**config.mk**
```make
export PLATFORM = sky130hd
export DESIGN_NAME = rvc_mem_arb
export DESIGN_NICKNAME = d
export VERILOG_FILES = /design/src/rtl/rvc_asap_pkg.sv /design/src/rtl/rvc_arb_starve.sv /design/src/rtl/rvc_mem_arb.sv
export VERILOG_INCLUDE_DIRS = /design/src /design/src/rtl
export SDC_FILE = /design/constraint.sdc
export NUM_CORES = 1
export LEC_CHECK = 0
export CORE_AREA = 2 2 121 123
export DETAILED_ROUTE_END_ITERATION = 6
export DIE_AREA = 0 0 123 125
export SLEW_MARGIN = 20
export SYNTH_ARGS = -nofsm -noshare
export SYNTH_HDL_FRONTEND = slang
export SYNTH_HIERARCHICAL = 1
export SYNTH_SLANG_ARGS = --single-unit
export TNS_END_PERCENT = 20
```
**constraint.sdc**
```tcl
create_clock -name Clock -period 5.1 [get_ports Clock]
set_input_delay 0.765 -clock Clock [delete_from_list [all_inputs] [get_ports Clock]]
set_output_delay 0.765 -clock Clock [all_outputs]
set_load 0.03 [all_outputs]
```
**src/rtl/rvc_asap_macros.sv**
```systemverilog
// Shared flop macros for the rvc_asap codebase.
//
// RVC_DFF_RST    : asynchronous active-low reset flop, loads d every cycle.
// RVC_DFF_RST_EN : asynchronous active-low reset flop, loads d only when en=1.
// Arguments: q (state), d (next value), [en], rstVal, clk, rstN.
`ifndef RVC_ASAP_MACROS_SV
`define RVC_ASAP_MACROS_SV

`define RVC_DFF_RST(q, d, rstVal, clk, rstN) \
    always_ff @(posedge clk or negedge rstN) begin \
        if (!rstN) q <= rstVal; \
        else       q <= d; \
    end

`define RVC_DFF_RST_EN(q, d, en, rstVal, clk, rstN) \
    always_ff @(posedge clk or negedge rstN) begin \
        if (!rstN)   q <= rstVal; \
        else if (en) q <= d; \
    end

`endif

```
**src/rtl/rvc_asap_pkg.sv**
```systemverilog
// Shared types and constants for the rvc_asap memory arbiter.
//
// t_arb_id     : identifies the requester owning a grant / response.
// STARVE_CNT_W : width of the Ext starvation counter.
package rvc_asap_pkg;

    localparam int STARVE_CNT_W = 4;

    typedef enum logic {
        CORE = 1'b0,
        EXT  = 1'b1
    } t_arb_id;

endpackage

```
**src/rtl/rvc_arb_starve.sv**
```systemverilog
// Starvation tracker for the Ext requester.
//
// Counts consecutive cycles where Ext is waiting and Core wins the memory.
// Once the count reaches STARVE_MAX while Ext is still asking, forceExt
// overrides the default Core-first priority for that cycle.
//
// Ports:
//   Clock     : clock, rising edge
//   Rst       : asynchronous active-low reset
//   extValid  : Ext request pending
//   extGrant  : Ext granted this cycle
//   coreGrant : Core granted this cycle
//   forceExt  : Ext must win this cycle
`ifndef RVC_ASAP_MACROS_SV
`include "rvc_asap_macros.sv"
`endif

module rvc_arb_starve
    import rvc_asap_pkg::*;
#(
    parameter int STARVE_MAX = 4
) (
    input  logic Clock,
    input  logic Rst,
    input  logic extValid,
    input  logic extGrant,
    input  logic coreGrant,
    output logic forceExt
);

    localparam logic [STARVE_CNT_W-1:0] StarveMaxC = STARVE_CNT_W'(STARVE_MAX);

    logic [STARVE_CNT_W-1:0] starveCnt;
    logic [STARVE_CNT_W-1:0] starveCntNxt;

    // The count only means "consecutive losses": any gap in Ext's request or
    // any Ext win starts it over. It cannot pass StarveMaxC because reaching
    // it forces an Ext grant, which clears it.
    always_comb begin
        starveCntNxt = starveCnt;
        if (!extValid || extGrant) begin
            starveCntNxt = '0;
        end else if (coreGrant) begin
            starveCntNxt = starveCnt + STARVE_CNT_W'(1);
        end
    end

    `RVC_DFF_RST(starveCnt, starveCntNxt, '0, Clock, Rst)

    assign forceExt = extValid && (starveCnt == StarveMaxC);

endmodule

```
**src/rtl/rvc_mem_arb.sv**
```systemverilog
// Two-requester arbiter in front of the shared single-port D_MEM.
//
// Core has priority over Ext, except when Ext has lost STARVE_MAX cycles in
// a row, in which case Ext is forced through. One access per cycle, driven
// combinationally to the memory in the grant cycle; the response (read data
// or a write acknowledge with zero data) pulses to the owner one cycle later.
//
// Ports:
//   Clock, Rst                    : clock, asynchronous active-low reset
//   CoreReq*/CoreAddr/... (in)    : Core request (valid, addr, data, byte en, write)
//   CoreReqReady (out)            : Core request accepted this cycle
//   CoreRspValid/CoreRdData (out) : Core response strobe and read data
//   Ext*                          : same set for the external loader/debug port
//   Mem* (out)                    : address, write data and strobes to D_MEM
//   MemRdData (in)                : D_MEM read data, one cycle after MemRdEn
`ifndef RVC_ASAP_MACROS_SV
`include "rvc_asap_macros.sv"
`endif

module rvc_mem_arb
    import rvc_asap_pkg::*;
#(
    parameter int STARVE_MAX = 4
) (
    input  logic        Clock,
    input  logic        Rst,

    input  logic        CoreReqValid,
    output logic        CoreReqReady,
    input  logic [31:0] CoreAddr,
    input  logic [31:0] CoreWrData,
    input  logic [3:0]  CoreByteEn,
    input  logic        CoreWrEn,
    output logic        CoreRspValid,
    output logic [31:0] CoreRdData,

    input  logic        ExtReqValid,
    output logic        ExtReqReady,
    input  logic [31:0] ExtAddr,
    input  logic [31:0] ExtWrData,
    input  logic [3:0]  ExtByteEn,
    input  logic        ExtWrEn,
    output logic        ExtRspValid,
    output logic [31:0] ExtRdData,

    output logic [31:0] MemAddr,
    output logic [31:0] MemWrData,
    output logic [3:0]  MemByteEn,
    output logic        MemWrEn,
    output logic        MemRdEn,
    input  logic [31:0] MemRdData
);

    logic    forceExt;
    logic    grantCore;
    logic    grantExt;
    logic    grantAny;
    logic    grantWr;
    t_arb_id grantId;

    logic    rspPend;
    logic    rspWr;
    t_arb_id rspOwner;

    rvc_arb_starve #(
        .STARVE_MAX (STARVE_MAX)
    ) uStarve (
        .Clock     (Clock),
        .Rst       (Rst),
        .extValid  (ExtReqValid),
        .extGrant  (grantExt),
        .coreGrant (grantCore),
        .forceExt  (forceExt)
    );

    // Ready is qualified by Rst so nothing is accepted while reset is held.
    // The two grants are mutually exclusive: Core needs !forceExt, Ext needs
    // forceExt or an idle Core.
    assign CoreReqReady = Rst && !forceExt;
    assign ExtReqReady  = Rst && (forceExt || !CoreReqValid);

    assign grantCore = CoreReqValid && CoreReqReady;
    assign grantExt  = ExtReqValid  && ExtReqReady;
    assign grantAny  = grantCore || grantExt;
    assign grantId   = grantExt ? EXT : CORE;
    assign grantWr   = grantExt ? ExtWrEn : CoreWrEn;

    assign MemAddr   = grantExt ? ExtAddr   : CoreAddr;
    assign MemWrData = grantExt ? ExtWrData : CoreWrData;
    assign MemByteEn = grantAny ? (grantExt ? ExtByteEn : CoreByteEn) : '0;
    assign MemWrEn   = grantAny && grantWr;
    assign MemRdEn   = grantAny && !grantWr;

    // Response tracking: the owner and kind of the access issued last cycle.
    // The async reset drops any response still in flight.
    `RVC_DFF_RST(rspPend, grantAny, 1'b0, Clock, Rst)
    `RVC_DFF_RST_EN(rspOwner, grantId, grantAny, CORE, Clock, Rst)
    `RVC_DFF_RST_EN(rspWr, grantWr, grantAny, 1'b0, Clock, Rst)

    assign CoreRspValid = rspPend && (rspOwner == CORE);
    assign ExtRspValid  = rspPend && (rspOwner == EXT);

    // Write acknowledges carry zero data; read data is passed straight
    // through from the memory in the response cycle.
    assign CoreRdData = (CoreRspValid && !rspWr) ? MemRdData : '0;
    assign ExtRdData  = (ExtRspValid  && !rspWr) ? MemRdData : '0;

endmodule

```
==> summary.md <==
| Metric | Value |
|---|---|
| Max cap viols | 0 |
| Post-synthesis cell area | 1680 um^2 |
| Reg clk slew, reported paths | 0.04 ns |
| Highest Clock Rate | 225.5 MHz |
| I/O Buffers | 311 |
| Final period utilization | 0.8696 |
| Area Overhead vs Synth | 201.1% |
| Vias in the first global route | 2714 |
| Clk buf depth | 2 |
| Post-CTS Resized | 0 |
| Post-DP HPWL | 9900 um |
| Slew headroom | 0.4567 |
| Cell Chain, Critical Path | clkdlybuf4s50_1 > and4b_1 > nand2b_1 > nand3_4 > buf_4 > mux2_2 > clkdlybuf4s50_1 |
| Mux contribution to synthesized area | 0.4698 |
| H-tree depth | 1 |
| I/O pin total | 312 |
| Sum Neg Setup Slack | 0 ns |
| Gr usage total | 0.1305 |
| Register area share after synthesis | 0.1042 |
| CP Class | in2out |
| DR WL/cell | 16.14 um |
| Slew @ Worst Pin | 0.8149 ns |
| Via density | 3.797 |
| Initial Util | 0.1183 |
| CORE AREA | 14200 um^2 |
| Share of cells above drive strength 1 | 0.1507 |
| Main combinational cell family by area after synthesis | multiplexers |
| CP startpoint kind | input port |
| Final Max Tran Viols | 0 |
| Post-Synth XOR/XNOR Area | 0.005212 |
| Gate Count Post-Synth | 187 |
| Die H | 125 um |
| Later-pin clock latency in the skew report | 0.23 ns |
| Post-CTS Hold Fix Bufs | 0 |
| Status | finished, final reports clean |
| Final Hold Vio Count | 0 |
| Routed Antenna Nets | 0 |
| CP bufs+invs | 3 |
| Worst setup EP type | primary output |
| CP max stage delay | 0.61 ns |
| Final GP Congestion | 0.8565 |
| Pleak | 1.961 nW |
| Synth warn | 6 |
| Global-route wire length before repair | 15190 um |
| # setup viols final | 0 |
| Area contributors post-synth | mux2_2 (39%), and2_1 (25%), dfrtp_1 (10%) |
| Delay-heaviest family, CP | buffers and inverters |
| Most frequent cell after synthesis | and2_1 |
| Worst Path Arrival | 3.67 ns |
| Share of the synthesized area in the top cell type | 0.3887 |
| Most used DFF post-synth | dfrtp_1 |
| Post-synth EDFFs | 0 |
| Asr flop ratio synth | 1.000 |
| Worst vdd ir | 0.00006541 V |
| Clock Sinks | 7 |
| Distinct cells, synth | 29 |
| Synth Area in Compound Gates | 0.03872 |
| Synth top cells by count | and2_1 (66), mux2_2 (58), dfrtp_1 (7), mux2_4 (7), clkbuf_1 (6) |
| Initial DRC count | 21 |
| Synthesized area per cell | 8.986 um^2 |
| Largest net degree at the start of global routing | 50 |
| Type of the worst min-delay path | reg2reg |
| Syn Nets | 363 |
| Clock Skew | 0.001101 ns |
| Setup bufs post-CTS | 0 |
| TritonCTS clock tree | yes |
| Number of CTS-inserted buffers | 3 |
| Site row count | 44 |
| Ant diodes | 0 |
| Adder-Cell Fraction of Synth Area | 0.01489 |
| Die Width | 123 um |
| Vias | 2563 |
| Most frequent CP cell | clkdlybuf4s50_1 |
| Clock root buffer | clkbuf_16 |
| Final Critical Period | 4.435 ns |
| Die Area | 15380 um^2 |
| Max FO, Critical Path | 49 |
| DR pass1 iterations | 4 |
| Final WS setup | 0.6652 ns |
| Yosys top cell by area | mux2_2 |
| GR Overflow Total | 0 |
| Synth Area in Simple Gates | 0.3165 |
| FF+latch count, synth | 7 |
| DR DRC count | 0 |
| Final wirelength | 10890 um |
| Req. time, crit path | 4.34 ns |
| Final nets | 668 |
| PwrDens | 135.4 nW/um^2 |
| Antenna violations before repair | 0 |
| Worst path slowest cell | clkdlybuf4s50_1 |
| Setup WS pre-CTS | 0.6174 ns |
| RSZ-0062 raised after global routing | false |
worst register-to-register path: stages (launching register included):
cell,delay (ns)
dfrtp_1,0.40
inv_1,0.07
ha_1,0.20
and4b_1,0.21
nand2b_1,0.19
nand3_4,0.31
inv_1,0.28
or3b_1,0.43
mux2i_1,0.13
final timing paths:
| path | from | to | slack [ns] | cells past startpoint |
|---|---|---|---|---|
| min | rspOwner | rspOwner | 0.57 | 2 |
| max reg2reg | uStarve/starveCnt[0] | uStarve/starveCnt[3] | 2.81 | 8 |
| max in group asynchronous | Rst | rspPend | 3.89 | 1 |
| min in group asynchronous | Rst | uStarve/starveCnt[3] | 0.88 | 1 |
| max | ExtReqValid | MemWrData[0] | 0.67 | 7 |
| min reg2reg | rspOwner | rspOwner | 0.57 | 2 |
cell usage in the layout, fill, tap and decap left out, types with 2 or more instances in the layout:
cell	synthesis	layout
clkdlybuf4s50_1	0	311
and2_1	66	66
mux2_2	58	58
mux2_4	7	7
dfrtp_1	7	7
a22o_1	5	5
nand3b_1	3	3
nand2_1	3	3
inv_1	3	3
clkbuf_16	0	3
nor2b_1	2	2
buf_4	0	2
mux2i_1	2	2
nor2_1	2	2
ha_1	2	2
cell type report:
type                            count  area (um^2)
Inverter                            4        15.01
Sequential cell                     7        175.2
Tap cell                          184        230.2
Multi-Input combinational cell    163         1433
Clock buffer                        4        78.83
Fill cell                        1446         9144
Timing Repair Buffer              313         3128
report_power, final:
part,total (mW),internal (mW),switching [mW]
Combinational,0.488,0.269,0.219
Clock,0.133,0.104,0.0289
Sequential,0.0641,0.0596,0.00444
Total,0.685,0.432,0.253
sequential cells by signal, summed over array words and instances (netlist names):
signal             count
rspPend                1
rspWr                  1
rspOwner               1
uStarve/starveCnt      4
per-stage QoR:
step | hold slack (ns) | util | power [mW] | area (um^2) | std cells
floorplan | 0.4694 | - | 0.2800 | 1680 | 187
global placement | 0.5421 | 0.3507 | 0.5555 | 4981 | 671
detailed placement | 0.5712 | 0.3507 | 0.5579 | 4981 | 671
CTS | 0.5807 | 0.3562 | 0.6943 | 5060 | 675
global route | 0.6307 | 0.3562 | 0.7194 | 5060 | 675
finish | 0.5712 | 0.3562 | 0.6849 | 5060 | 675
logic make-up after synthesis:
logic type / Yosys count
xor gates and xnor gates: 1
adders and majority gates: 2
muxes: 68
buffers and inverters: 17
AOI/OAI and AO/OA: 8
and+or+nand+nor: 84
DFF: 7
per-layer routing:
metal,GRT usage,share of wire
met1,0.1201,0.32
met4,0.02874,0.015
met3,0.04151,0.12
met2,0.2684,0.54
met5,0,0
(Power assumes the default switching activity.)
